File: src/rtl/wb_master_cmd.sv
// Single-outstanding Wishbone B4 classic master: converts one valid/ready command into one bus cycle and one response.
// Latency: bus cycle starts the cycle after accept; response appears the cycle after ack/err/timeout; the response is held until consumed.
module wb_master_cmd #(
  parameter int ADDR_WIDTH  = 16,
  parameter int DATA_WIDTH  = 32,
  parameter int GRANULE     = 8,
  parameter int TIMEOUT     = 255,
  localparam int SEL_WIDTH  = DATA_WIDTH / GRANULE
) (
  input  logic                  clk_i,
  input  logic                  rst_n_i,
  input  logic                  cmd_valid_i,
  output logic                  cmd_ready_o,
  input  logic                  cmd_we_i,
  input  logic [ADDR_WIDTH-1:0] cmd_adr_i,
  input  logic [DATA_WIDTH-1:0] cmd_dat_i,
  input  logic [SEL_WIDTH-1:0]  cmd_sel_i,
  output logic                  rsp_valid_o,
  input  logic                  rsp_ready_i,
  output logic [DATA_WIDTH-1:0] rsp_dat_o,
  output logic                  rsp_err_o,
  output logic                  rsp_timeout_o,
  output logic                  cyc_o,
  output logic                  stb_o,
  output logic                  we_o,
  output logic [ADDR_WIDTH-1:0] adr_o,
  output logic [DATA_WIDTH-1:0] dat_o,
  output logic [SEL_WIDTH-1:0]  sel_o,
  input  logic [DATA_WIDTH-1:0] dat_i,
  input  logic                  ack_i,
  input  logic                  err_i
);

  localparam int CNT_WIDTH = $clog2(TIMEOUT + 1);
  localparam logic [CNT_WIDTH-1:0] CNT_LAST = CNT_WIDTH'(TIMEOUT - 1);

  typedef enum logic [1:0] {
    S_IDLE,
    S_BUS,
    S_RESP
  } state_t;

  state_t               state_q, state_d;
  logic [CNT_WIDTH-1:0] cnt_q;
  logic                 accept;

  always_ff @(posedge clk_i or negedge rst_n_i) begin
    if (!rst_n_i) state_q <= S_IDLE;
    else          state_q <= state_d;
  end

  always_comb begin
    state_d = state_q;
    accept  = 1'b0;
    case (state_q)
      S_IDLE: begin
        if (cmd_valid_i) begin
          accept  = 1'b1;
          state_d = S_BUS;
        end
      end
      S_BUS: begin
        if (ack_i || err_i || (cnt_q == CNT_LAST)) state_d = S_RESP;
      end
      S_RESP: begin
        if (rsp_ready_i) state_d = S_IDLE;
      end
      default: state_d = S_IDLE;
    endcase
  end

  // Controls are pure state decodes so an asynchronous reset drops them at once.
  assign cmd_ready_o = (state_q == S_IDLE);
  assign cyc_o       = (state_q == S_BUS);
  assign stb_o       = (state_q == S_BUS);
  assign rsp_valid_o = (state_q == S_RESP);

  always_ff @(posedge clk_i or negedge rst_n_i) begin
    if (!rst_n_i) begin
      we_o          <= 1'b0;
      adr_o         <= '0;
      dat_o         <= '0;
      sel_o         <= '0;
      cnt_q         <= '0;
      rsp_dat_o     <= '0;
      rsp_err_o     <= 1'b0;
      rsp_timeout_o <= 1'b0;
    end else begin
      if (accept) begin
        we_o  <= cmd_we_i;
        adr_o <= cmd_adr_i;
        dat_o <= cmd_dat_i;
        sel_o <= cmd_sel_i;
        cnt_q <= '0;
      end
      // err wins over ack, and any slave reply wins over the terminal count.
      if (state_q == S_BUS) begin
        if (err_i) begin
          rsp_dat_o     <= '0;
          rsp_err_o     <= 1'b1;
          rsp_timeout_o <= 1'b0;
        end else if (ack_i) begin
          rsp_dat_o     <= we_o ? '0 : dat_i;
          rsp_err_o     <= 1'b0;
          rsp_timeout_o <= 1'b0;
        end else if (cnt_q == CNT_LAST) begin
          rsp_dat_o     <= '0;
          rsp_err_o     <= 1'b1;
          rsp_timeout_o <= 1'b1;
        end else begin
          cnt_q <= cnt_q + 1'b1;
        end
      end
    end
  end

endmodule

File: config.mk
export PLATFORM = sky130hd
export DESIGN_NAME = wb_master_cmd
export DESIGN_NICKNAME = d
export VERILOG_FILES = /design/src/rtl/wb_master_cmd.sv
export SDC_FILE = /design/constraint.sdc
export NUM_CORES = 1
export LEC_CHECK = 0
export CAP_MARGIN = 20
export CORE_MARGIN = 8
export CORE_UTILIZATION = 43
export CTS_BUF_LIST = sky130_fd_sc_hd__clkbuf_4
export CTS_CLUSTER_SIZE = 20
export DETAILED_ROUTE_END_ITERATION = 7
export GPL_ROUTABILITY_DRIVEN = 0
export PLACE_DENSITY = 0.9
export SYNTH_ARGS = -nofsm -noshare
export SYNTH_HDL_FRONTEND = slang
export SYNTH_SLANG_ARGS = --single-unit
File: constraint.sdc
create_clock -name clk_i -period 1.9 [get_ports clk_i]
set_input_delay 0.285 -clock clk_i [delete_from_list [all_inputs] [get_ports clk_i]]
set_output_delay 0.285 -clock clk_i [all_outputs]
set_load 0.05 [all_outputs]
==> impl_metrics.py <==
metrics = {
    "cts": {
        "cts-root-buf": "sky130_fd_sc_hd__clkbuf_4",
        "tritoncts_clock_tree": "done",
        "clkSinkCount": 97,
        "cts-buffers-inserted": 9,
        "clock_tree.buffer_depth": 2,
        "clock_insertion_delay_at_the_later_pin_of_the_skew_report_ns": 0.43,
        "clock_slew_seen_by_the_registers_of_the_worst_setup_and_hold_paths_ns": 0.16,
        "cts.htree.levels": 3,
    },
    "critical_path": {
        "crit-reg2reg-launch": "cnt_q[0]",
        "timing.critical_path.arrival_ns": 1.49,
        "worst_setup_path_startpoint": "state_q[1]",
        "worst_ep_required_time_ns": 1.62,
        "worst_path_max_delay_cell": "sky130_fd_sc_hd__dfrtp_1",
        "regToRegSetupSlack_ns": 0.15,
        "timing.critical_path.slowest_cell_delay_ns": 0.45,
        "rr_worst_depth": 7,
        "critical_path_class": "reg -> out",
        "crit_fanout": 6,
        "startpoint_type": "flip-flop",
        "crit_chain": "nand2b_1 -> inv_2 -> buf_6 -> buf_12",
        "critical_path.endpoint_type": "output port",
    },
    "finish": {
        "layout.cells.most_common": "sky130_fd_sc_hd__nand2_1",
        "num_antenna_cells": 0,
        "final_layout_size_suffix_gt1_share_pct": 8.20,
        "syn_to_final_growth_pct": 52.6,
        "fillers": 717,
        "most_frequent_cells_in_the_layout": "196 x sky130_fd_sc_hd__nand2_1, 97 x sky130_fd_sc_hd__dfrtp_1, 89 x sky130_fd_sc_hd__clkdlybuf4s50_1, 85 x sky130_fd_sc_hd__dlygate4sd2_1, 35 x sky130_fd_sc_hd__inv_1",
        "area.sequential_um2": 2430,
        "layout.nets": 710,
        "post-route-cell-area_um2": 6220,
        "postLayoutCoreUtil_pct": 67.4,
        "multi_input_comb_area_um2": 1420,
    },
    "global_route": {
        "global_route.overflow_total": 0,
        "initial_antenna_violation_count": 0,
        "largest_net_degree_at_the_start_of_global_routing": 59,
        "global_routing_usage_summed_across_all_routing_layers_pct": 18.2,
        "grt_pass1_vias": 3776,
        "first_pass_grt_wire_length_um": 18700,
    },
    "timing": {
        "finalCriticalPeriod_ns": 1.78,
        "slew_headroom_pct": 51.4,
        "final_min_period_over_clock_period_pct": 93.7,
        "totalNegativeSetupSlack_ns": 0,
        "finalMaxSlewViolations": 0,
        "max_clock_freq_mhz": 562,
        "final-hold-violation-count": 0,
        "hold_ws_ns": 0.355,
        "report.final.setup_viol": 0,
        "setup_repair_after_global_routing_missed_its_margin": "false",
        "final.setup_skew_ns": 0.0203,
        "timing_worst_slew_pin_value_ns": 0.730,
    },
    "logic_synthesis": {
        "yosys.cell_types.count": 32,
        "mapped_nets": 519,
        "synth_edf_count": 0,
        "synth_seq_area_share_pct": 59.5,
        "flip_flop_and_latch_count_after_synthesis": 97,
        "synth_ff_type": "sky130_fd_sc_hd__dfrtp_1",
        "synth-async-reset-ratio_pct": 100,
        "post_synth_inst_count": 426,
        "ys.warnings.count": 0,
        "synthesized_cell_area_um2": 4080,
        "post_synth.cell_area_avg_um2": 9.57,
    },
    "floorplanning": {
        "core_region_area_um2": 9240,
        "number_of_cell_rows": 35,
        "initial_utilization_pct": 44.1,
        "design.die.area_um2": 12900,
        "floorplan.die.width_um": 113,
        "dieHeight_um": 113,
        "total_i_o_pin_count": 182,
    },
    "placed_design": {
        "post-dp-hpwl_um": 8880,
        "port_buffers": 181,
        "placedInstanceArea_um2": 6120,
    },
    "power": {
        "lkg_pwr_nw": 3.37,
        "vdd_ir_drop_max_v": 0.00103,
        "power.density_cell_area_nw_per_um2": 1800,
    },
    "min_path": {
        "worst_hold_startpoint": "cmd_dat_i[20]",
        "hold_path.class": "in -> reg",
        "worstHoldPathCells": 3,
    },
    "route": {
        "route.vias.total": 3528,
        "vias_per_cell": 4.70,
        "totalWireLength_um": 11400,
        "drt_iter0_drc": 229,
        "drt_first_pass_iters": 4,
        "route.detailed.wl_per_inst_um": 15.2,
        "drt.antenna.violating_nets": 0,
        "drcViolationCount": 0,
    },
    "status": {
        "result_of_the_run": "complete, no violations",
    },
    "flow_run": {
        "max_cap_viol_count": 0,
    },
}
## layout make-up
cell class	count	share of cell area, %
clock buffers	9	1.09
inverters	36	2.17
well taps	129	2.59
clock inverters	7	1.61
repair buffers	200	30.8
multi-input cells	273	22.7
flip-flops and latches	97	39.0
## path summary, 6_finish.rpt
path	end
max	cyc_o
min	dat_o[20]
max reg2reg	cnt_q[5]
min reg2reg	adr_o[9]
max in group asynchronous	dat_o[18]
min in group asynchronous	adr_o[8]
## critical path, delay by kind of cell (launching register included)
family	cells	cell delay, ns
DFF	1	0.45
buffers and inverters	3	0.40
and+or+nand+nor	1	0.21
## cells in the mapped netlist, drive strengths merged (2+ instances only)
cell	instances	share of area, %
ha	2	0.61
o21ai	5	0.89
inv	36	3.3
o311ai	3	0.64
nor3	2	0.25
nor2	5	0.64
or3	2	0.31
dfrtp	97	60
nand3	7	0.86
mux2i	34	8.3
clkbuf	8	0.74
nand2	198	18
nand2b	3	0.46
a21oi	2	0.25
o211ai	2	0.71
buf	12	2.0
## metrics by stage
stage	worst slack, ns	power [mW]	std cells
2_1_floorplan	0.189	7.95	426
3_3_place_gp	0.0809	10.4	730
3_5_place_dp	-0.0121	10.6	730
4_1_cts	0.000747	11.3	747
5_1_grt	0.00138	11.8	751
6_report	0.120	11.2	751
## kinds of logic (layout without fill, tap and decap cells)
kind of cell	after synthesis	count (layout)	share of synthesized area, %
adders and majority gates	2	2	0.614
AOI/OAI and AO/OA	16	16	3.25
muxes	35	35	8.62
DFF	97	97	59.5
and+or+nand+nor	220	220	21.9
buffers and inverters	56	252	6.08
## timing repair
| item | 4_1_cts | 5_1_grt |
|---|---|---|
| gates resized for setup | 85 | 3 |
| hold buffers | 1 | 0 |
| endpoints found under the hold margin | 56 | 0 |
| pin swaps | 0 | 1 |
| endpoints found under the setup margin | 85 | 5 |
| buffers inserted | 0 | 4 |
## where the power goes
part           switching (mW)  total [mW]  internal [mW]
registers               0.477        3.41           2.94
logic                    4.75        6.52           1.77
clock network           0.702        1.25          0.549
total                    5.92        11.2           5.26
## registers in the layout, summed over array words and instances (netlist names)
signal         flops
rsp_dat_o         32
dat_o             32
sel_o              4
cnt_q              8
we_o               1
adr_o             16
rsp_timeout_o      1
rsp_err_o          1
state_q            2
## metal layers
layer | GRT usage [%] | part of all wire, % | wire length, um
met5 | 0 | 0 | 0
met4 | 5.51 | 1.3 | 149
met3 | 8.56 | 12 | 1320
met2 | 29.4 | 47 | 5360
met1 | 21.0 | 40 | 4600
Power figures use the tool's default switching activity.
